## src/rtl/divider_pkg.sv

```systemverilog
// Shared types and helpers for the iterative fixed-point divider.
package divider_pkg;

    // Widest operand the helper functions handle
    localparam int MAX_W = 64;

    typedef enum logic [1:0] {
        IDLE = 2'd0,
        CALC = 2'd1,
        DONE = 2'd2
    } div_state_e;

    // Largest positive value of a w-bit two's complement number, zero extended
    function automatic logic [MAX_W-1:0] sat_max(input int w);
        return (64'd1 << (w - 1)) - 64'd1;
    endfunction

    // Bit pattern of the most negative w-bit value, which is also its magnitude
    function automatic logic [MAX_W-1:0] sat_min(input int w);
        return 64'd1 << (w - 1);
    endfunction

    // Magnitude of a sign-extended value; the most negative operand still fits unsigned
    function automatic logic [MAX_W-1:0] abs_u(input logic signed [MAX_W-1:0] v);
        return v[MAX_W-1] ? (64'd0 - v) : v;
    endfunction

endpackage

```

## src/rtl/div_restore_step.sv

```systemverilog
// One restoring-division iteration: shift in a dividend bit, trial-subtract the divisor.
module div_restore_step #(
    parameter int D_W = 16
) (
    input  logic [D_W-1:0] part_rem,
    input  logic [D_W-1:0] divisor,
    input  logic           shift_in,
    output logic [D_W-1:0] next_rem,
    output logic           q_bit
);
    // The partial remainder stays below the divisor magnitude (at most 2^(D_W-1)),
    // so the shifted candidate always fits in D_W+1 bits and bit D_W is a clean borrow.
    logic [D_W:0] cand;
    logic [D_W:0] diff;

    // Trial subtraction; keep the difference only when it does not borrow
    always_comb begin
        cand  = {part_rem, shift_in};
        diff  = cand - {1'b0, divisor};
        q_bit = ~diff[D_W];
        if (q_bit) begin
            next_rem = diff[D_W-1:0];
        end else begin
            next_rem = cand[D_W-1:0];
        end
    end

endmodule

```

## src/rtl/divider_fx.sv

```systemverilog
// Iterative signed fixed-point divider: Q = (dividend << FRAC_W) / divisor,
// truncated toward zero, with remainder, divide-by-zero and saturation flags.
module divider_fx
    import divider_pkg::*;
#(
    parameter int D_W    = 16,
    parameter int FRAC_W = 0
) (
    input  logic           clk,
    input  logic           rst_n,
    input  logic           in_vld,
    output logic           in_ready,
    input  logic [D_W-1:0] dividend,
    input  logic [D_W-1:0] divisor,
    output logic           out_vld,
    input  logic           out_ready,
    output logic [D_W-1:0] quotient,
    output logic [D_W-1:0] remainder,
    output logic           div0,
    output logic           ovf
);
    localparam int N     = D_W + FRAC_W;
    localparam int CNT_W = $clog2(N);
    localparam int PR_W  = N + D_W;

    // Magnitude limits for the unsigned quotient, and the saturated output codes
    localparam logic [N-1:0]   POS_LIM = N'(sat_max(D_W));
    localparam logic [N-1:0]   NEG_LIM = N'(sat_min(D_W));
    localparam logic [D_W-1:0] Q_MAX   = D_W'(sat_max(D_W));
    localparam logic [D_W-1:0] Q_MIN   = D_W'(sat_min(D_W));

    div_state_e       state;
    logic [CNT_W-1:0] cnt;
    logic [PR_W-1:0]  pr;        // {remainder, dividend bits / quotient bits}
    logic [D_W-1:0]   dsr_mag;
    logic             dvd_neg;
    logic             dsr_neg;

    logic             accept;
    logic [D_W-1:0]   dvd_mag_in;
    logic [D_W-1:0]   dsr_mag_in;
    logic [N-1:0]     scaled_in;
    logic [D_W-1:0]   step_rem;
    logic             step_q;
    logic [N-1:0]     q_mag;
    logic [D_W-1:0]   fin_q;
    logic [D_W-1:0]   fin_r;
    logic             fin_ovf;

    assign accept     = in_vld & in_ready;
    assign dvd_mag_in = D_W'(abs_u({{(MAX_W-D_W){dividend[D_W-1]}}, dividend}));
    assign dsr_mag_in = D_W'(abs_u({{(MAX_W-D_W){divisor[D_W-1]}}, divisor}));
    assign scaled_in  = N'(dvd_mag_in) << FRAC_W;

    div_restore_step #(.D_W(D_W)) u_step (
        .part_rem (pr[PR_W-1:N]),
        .divisor  (dsr_mag),
        .shift_in (pr[N-1]),
        .next_rem (step_rem),
        .q_bit    (step_q)
    );

    // Quotient magnitude after this step: dividend bits move up, new quotient bit enters at bit 0
    assign q_mag = {pr[N-2:0], step_q};

    // Sign correction and saturation of the result produced by the final step
    always_comb begin
        fin_q   = {D_W{1'b0}};
        fin_r   = {D_W{1'b0}};
        fin_ovf = 1'b0;
        if (dvd_neg ^ dsr_neg) begin
            if (q_mag > NEG_LIM) begin
                fin_q   = Q_MIN;
                fin_ovf = 1'b1;
            end else begin
                fin_q = {D_W{1'b0}} - q_mag[D_W-1:0];
                fin_r = dvd_neg ? ({D_W{1'b0}} - step_rem) : step_rem;
            end
        end else begin
            if (q_mag > POS_LIM) begin
                fin_q   = Q_MAX;
                fin_ovf = 1'b1;
            end else begin
                fin_q = q_mag[D_W-1:0];
                fin_r = dvd_neg ? ({D_W{1'b0}} - step_rem) : step_rem;
            end
        end
    end

    // Control FSM with operand capture, iteration counter and registered outputs
    always_ff @(posedge clk or negedge rst_n) begin
        if (!rst_n) begin
            state     <= IDLE;
            cnt       <= {CNT_W{1'b0}};
            pr        <= {PR_W{1'b0}};
            dsr_mag   <= {D_W{1'b0}};
            dvd_neg   <= 1'b0;
            dsr_neg   <= 1'b0;
            in_ready  <= 1'b1;
            out_vld   <= 1'b0;
            quotient  <= {D_W{1'b0}};
            remainder <= {D_W{1'b0}};
            div0      <= 1'b0;
            ovf       <= 1'b0;
        end else begin
            case (state)
                IDLE: begin
                    if (accept) begin
                        dvd_neg  <= dividend[D_W-1];
                        dsr_neg  <= divisor[D_W-1];
                        dsr_mag  <= dsr_mag_in;
                        pr       <= {{D_W{1'b0}}, scaled_in};
                        in_ready <= 1'b0;
                        ovf      <= 1'b0;
                        if (divisor == {D_W{1'b0}}) begin
                            // Result is known now; out_vld follows one cycle later in DONE
                            state     <= DONE;
                            div0      <= 1'b1;
                            quotient  <= dividend[D_W-1] ? Q_MIN : Q_MAX;
                            remainder <= {D_W{1'b0}};
                        end else begin
                            state <= CALC;
                            div0  <= 1'b0;
                            cnt   <= CNT_W'(N - 1);
                        end
                    end
                end
                CALC: begin
                    pr <= {step_rem, q_mag};
                    if (cnt == {CNT_W{1'b0}}) begin
                        state     <= DONE;
                        out_vld   <= 1'b1;
                        quotient  <= fin_q;
                        remainder <= fin_r;
                        ovf       <= fin_ovf;
                    end else begin
                        cnt <= cnt - CNT_W'(1);
                    end
                end
                DONE: begin
                    if (!out_vld) begin
                        out_vld <= 1'b1;
                    end else if (out_ready) begin
                        state    <= IDLE;
                        out_vld  <= 1'b0;
                        in_ready <= 1'b1;
                    end
                end
                default: begin
                    state    <= IDLE;
                    out_vld  <= 1'b0;
                    in_ready <= 1'b1;
                end
            endcase
        end
    end

endmodule

```

## config.mk

```make
export PLATFORM = sky130hd
export DESIGN_NAME = divider_fx
export DESIGN_NICKNAME = d
export VERILOG_FILES = /design/src/rtl/divider_pkg.sv /design/src/rtl/div_restore_step.sv /design/src/rtl/divider_fx.sv
export SDC_FILE = /design/constraint.sdc
export NUM_CORES = 1
export LEC_CHECK = 0
export BUFFER_PORTS_ARGS = -buffer_cell sky130_fd_sc_hd__buf_2
export CELL_PAD_IN_SITES_DETAIL_PLACEMENT = 0
export CELL_PAD_IN_SITES_GLOBAL_PLACEMENT = 1
export CORE_UTILIZATION = 28
export CTS_BUF_LIST = sky130_fd_sc_hd__clkbuf_4 sky130_fd_sc_hd__clkbuf_8 sky130_fd_sc_hd__clkbuf_16
export DETAILED_ROUTE_END_ITERATION = 16
export PLACE_DENSITY = 0.55
export RECOVER_POWER = 100
export SLEW_MARGIN = 20
export SYNTH_ARGS = -nofsm -noshare
export SYNTH_HDL_FRONTEND = slang
export SYNTH_SLANG_ARGS = --single-unit
```

## constraint.sdc

```tcl
create_clock -name clk -period 5.45 [get_ports clk]
set_input_delay 1.09 -clock clk [delete_from_list [all_inputs] [get_ports clk]]
set_output_delay 1.09 -clock clk [all_outputs]
set_load 0.05 [all_outputs]
```

==> out/metrics.yaml <==
clocking:
  cts_tree: "yes"
  clock-sinks: 92
  htree_levels: 3
  clk_latency_ns: 0.35
  cts_resized: 0
  cts_buffers: 9
  cts_hold_buf: 0
  clk_pin_slew_ns: 0.07
  clock_path_buffers: 2
  root_buffer: "clkbuf_16"
  post_cts_buffers: 0
global_routing:
  grt_overflow_total: 0
  grt_pass1_wl_mm: 30.7
  antenna_found_initial: 0
  grt_usage: 0.165
  grt_start_max_net_pins: 57
  first_global_vias: 5511
drt:
  vias: 5648
  antenna_left: 0
  wl_per_cell_um: 16.3
  via_per_inst: 4.95
  drt_iter0_markers: 323
  first_pass_iters: 5
  wl_mm: 18.6
  drc: 0
power:
  p_per_area_mw_per_mm2: 727
  clkPwrFrac: 0.132
  p_switching_w: 0.00279
  sequentialPowerShare: 0.227
  p_leak_nw: 3.13
  peakVddDrop_mv: 0.232
  swShare: 0.522
  comb_power_share: 0.641
  internal_power_w: 0.00255
floorplan:
  start_util: 0.285
  ios: 72
  die_w_um: 154
  num_rows: 55
  core_area_mm2: 0.0226
  dieArea_mm2: 0.0237
  die_h_um: 154
synth:
  syn_inst: 799
  synth_seq_cells: 92
  netlist_area_mm2: 0.00646
  ys_types: 69
  synth_warnings: 0
  avgSynthCellArea_um2: 8.08
  async_flop_share: 1.00
  synth_enable_flop_cells: 0
  ys.flop_type: "dfrtp_1"
  synth_fp_nets: 861
  synth.yosys.seq_area_share: 0.357
outcome:
  status: "finished with violations"
  violations: "max-capacitance violations, max-slew violations"
setup_path:
  required_ns: 5.68
  cp_max_fo: 22
  crit_type: "register to register"
  crit_arrival_ns: 4.74
  end_kind: "register"
  cp-start-kind: "register"
sta:
  post-route-period-util: 0.828
  finalHoldViolCount: 0
  period_minus_slack_ns: 4.51
  drv_slew: 162
  worst_slew_pin_slew_ns: 3.14
  fmax_mhz: 222
  tns_ns: 0
  max_slew_margin: -1.10
  skew_ns: 0.00667
  setup_viol: 0
  rsz0062_at_grt: "no"
layout:
  drive_gt1_frac: 0.0854
  fillCellCount: 2449
  syn_to_final_growth_pct: 13.6
  layout_commonest_cell: "nand2_1"
  final_cell_mix: "nand2_1 (106), o21ai_0 (100), dfrtp_1 (91)"
  layout.cells.non_filler: 1140
  n_antenna_cell: 0
  fin_nets: 912
worst_hold_path:
  hp-class: "register to register"
flow_run:
  maxCapViolCount: 3
placement:
  portBuffers: 71
  dp_hpwl_mm: 14.0
  placed_cells: 1124
  place_congestion: 0.787
final cells by class:
cell class                      count  area, um^2  share of cell area
Clock inverter                      6        86.3              0.0118
Clock buffer                       10         239              0.0326
Tap cell                          285         357              0.0486
Multi-Input combinational cell    632        3850               0.525
Sequential cell                    92        2300               0.314
Timing Repair Buffer               81         369              0.0503
Inverter                           34         128              0.0174
cell usage after synthesis, drive strengths merged, types with 2 or more instances:
cell	instances	area (um^2)
o21ai	110	551
nand2	106	398
dfrtp	91	2280
nor2	68	255
a21oi	48	240
clkbuf	34	128
inv	34	128
nor3	33	165
xor2	33	289
ha	25	313
xnor2	22	193
mux2i	16	160
nand3	14	70.1
a31oi	12	75.1
o31ai	12	95.1
nand2b	10	70.1
or3	10	62.6
and2	9	56.3
buf	7	42.5
nor2b	7	43.8
a211oi	6	55.1
a21o	6	45.0
a221oi	6	70.1
o21a	6	45.0
o41ai	6	52.6
or2	6	37.5
or4	6	45.0
o211ai	5	37.5
and3	4	25.0
nand3b	4	30.0
a21boi	3	22.5
a32o	3	30.0
nand4	3	18.8
nor3b	3	22.5
nor4	3	18.8
o31a	3	26.3
or3b	3	28.8
a22o	2	17.5
o32ai	2	17.5
cell families (layout without fill, tap and decap cells):
logic type / count (synthesis) / in the layout / share of synthesized area
adder cells (fa/ha/maj): 26 / 26 / 0.0515
flip-flops: 92 / 92 / 0.357
XOR/XNOR: 55 / 55 / 0.0746
AND/OR/NAND/NOR: 293 / 293 / 0.215
AO/OA/AOI/OAI: 241 / 241 / 0.230
buffers and inverters: 75 / 131 / 0.0461
multiplexers: 17 / 17 / 0.0265
stage by stage:
step / utilization / setup WS, ns / hold slack (ns) / cell area (um^2) / total power, W
finish: 0.324 / 0.936 / 0.478 / 7330 / 0.00533
CTS: 0.327 / 1.25 / 0.475 / 7410 / 0.00543
detailed placement: 0.313 / 0.891 / 0.459 / 7080 / 0.00471
floorplan: - / 1.59 / 0.450 / 6460 / 0.00379
global placement: 0.313 / 1.06 / 0.462 / 7080 / 0.00473
global route: 0.324 / 0.496 / 0.511 / 7330 / 0.00587
worst max-delay path, stage by stage (launching register included):
cell	delay, ns
dfrtp_1	0.45
ha_1	0.48
nor3_1	0.11
or3b_1	0.48
a21o_1	0.21
nor2_1	0.18
a221oi_4	0.10
inv_1	0.62
nor2_1	0.09
a21oi_1	0.27
ha_1	0.27
nand2_1	0.07
nor3_1	0.14
mux2i_1	0.11
o21a_1	0.30
a311oi_2	0.28
xnor2_1	0.15
o21ai_1	0.07
sequential cells by signal, summed over array words and instances, names as in the netlist:
register and flops:
dvd_neg 1, in_ready 1, quotient 16, state 2, remainder 16, out_vld 1
dsr_neg 1, cnt 4, dsr_mag 16, div0 1, ovf 1, pr 32
final timing paths:
| kind | slack [ns] | endpoint | cells after the start | start |
|---|---|---|---|---|
| min | 0.48 | dsr_mag[12] | 2 | dsr_mag[12] |
| max in group asynchronous | 1.42 | pr[20] | 2 | rst_n |
| max | 0.94 | remainder[14] | 17 | pr[21] |
| max reg2reg | 0.94 | remainder[14] | 17 | pr[21] |
| min reg2reg | 0.48 | dsr_mag[12] | 2 | dsr_mag[12] |
| min in group asynchronous | 1.77 | quotient[6] | 1 | rst_n |
power by group through the flow:
stage	clock network (W)	logic (W)	registers, W
6_report	0.000703	0.00342	0.00121
4_1_cts	0.000723	0.00350	0.00121
2_1_floorplan	0	0.00248	0.00132
3_3_place_gp	0	0.00351	0.00122
3_5_place_dp	0	0.00348	0.00122
5_1_grt	0.000750	0.00386	0.00126
layer usage:
metal	vias to the layer above	track usage	routed length, um
met5	-	0	0
met2	88	0.241	7780
met1	2616	0.249	10100
met4	0	0.0424	172
li1	2933	-	-
met3	11	0.0259	540
(Power assumes the default switching activity.)
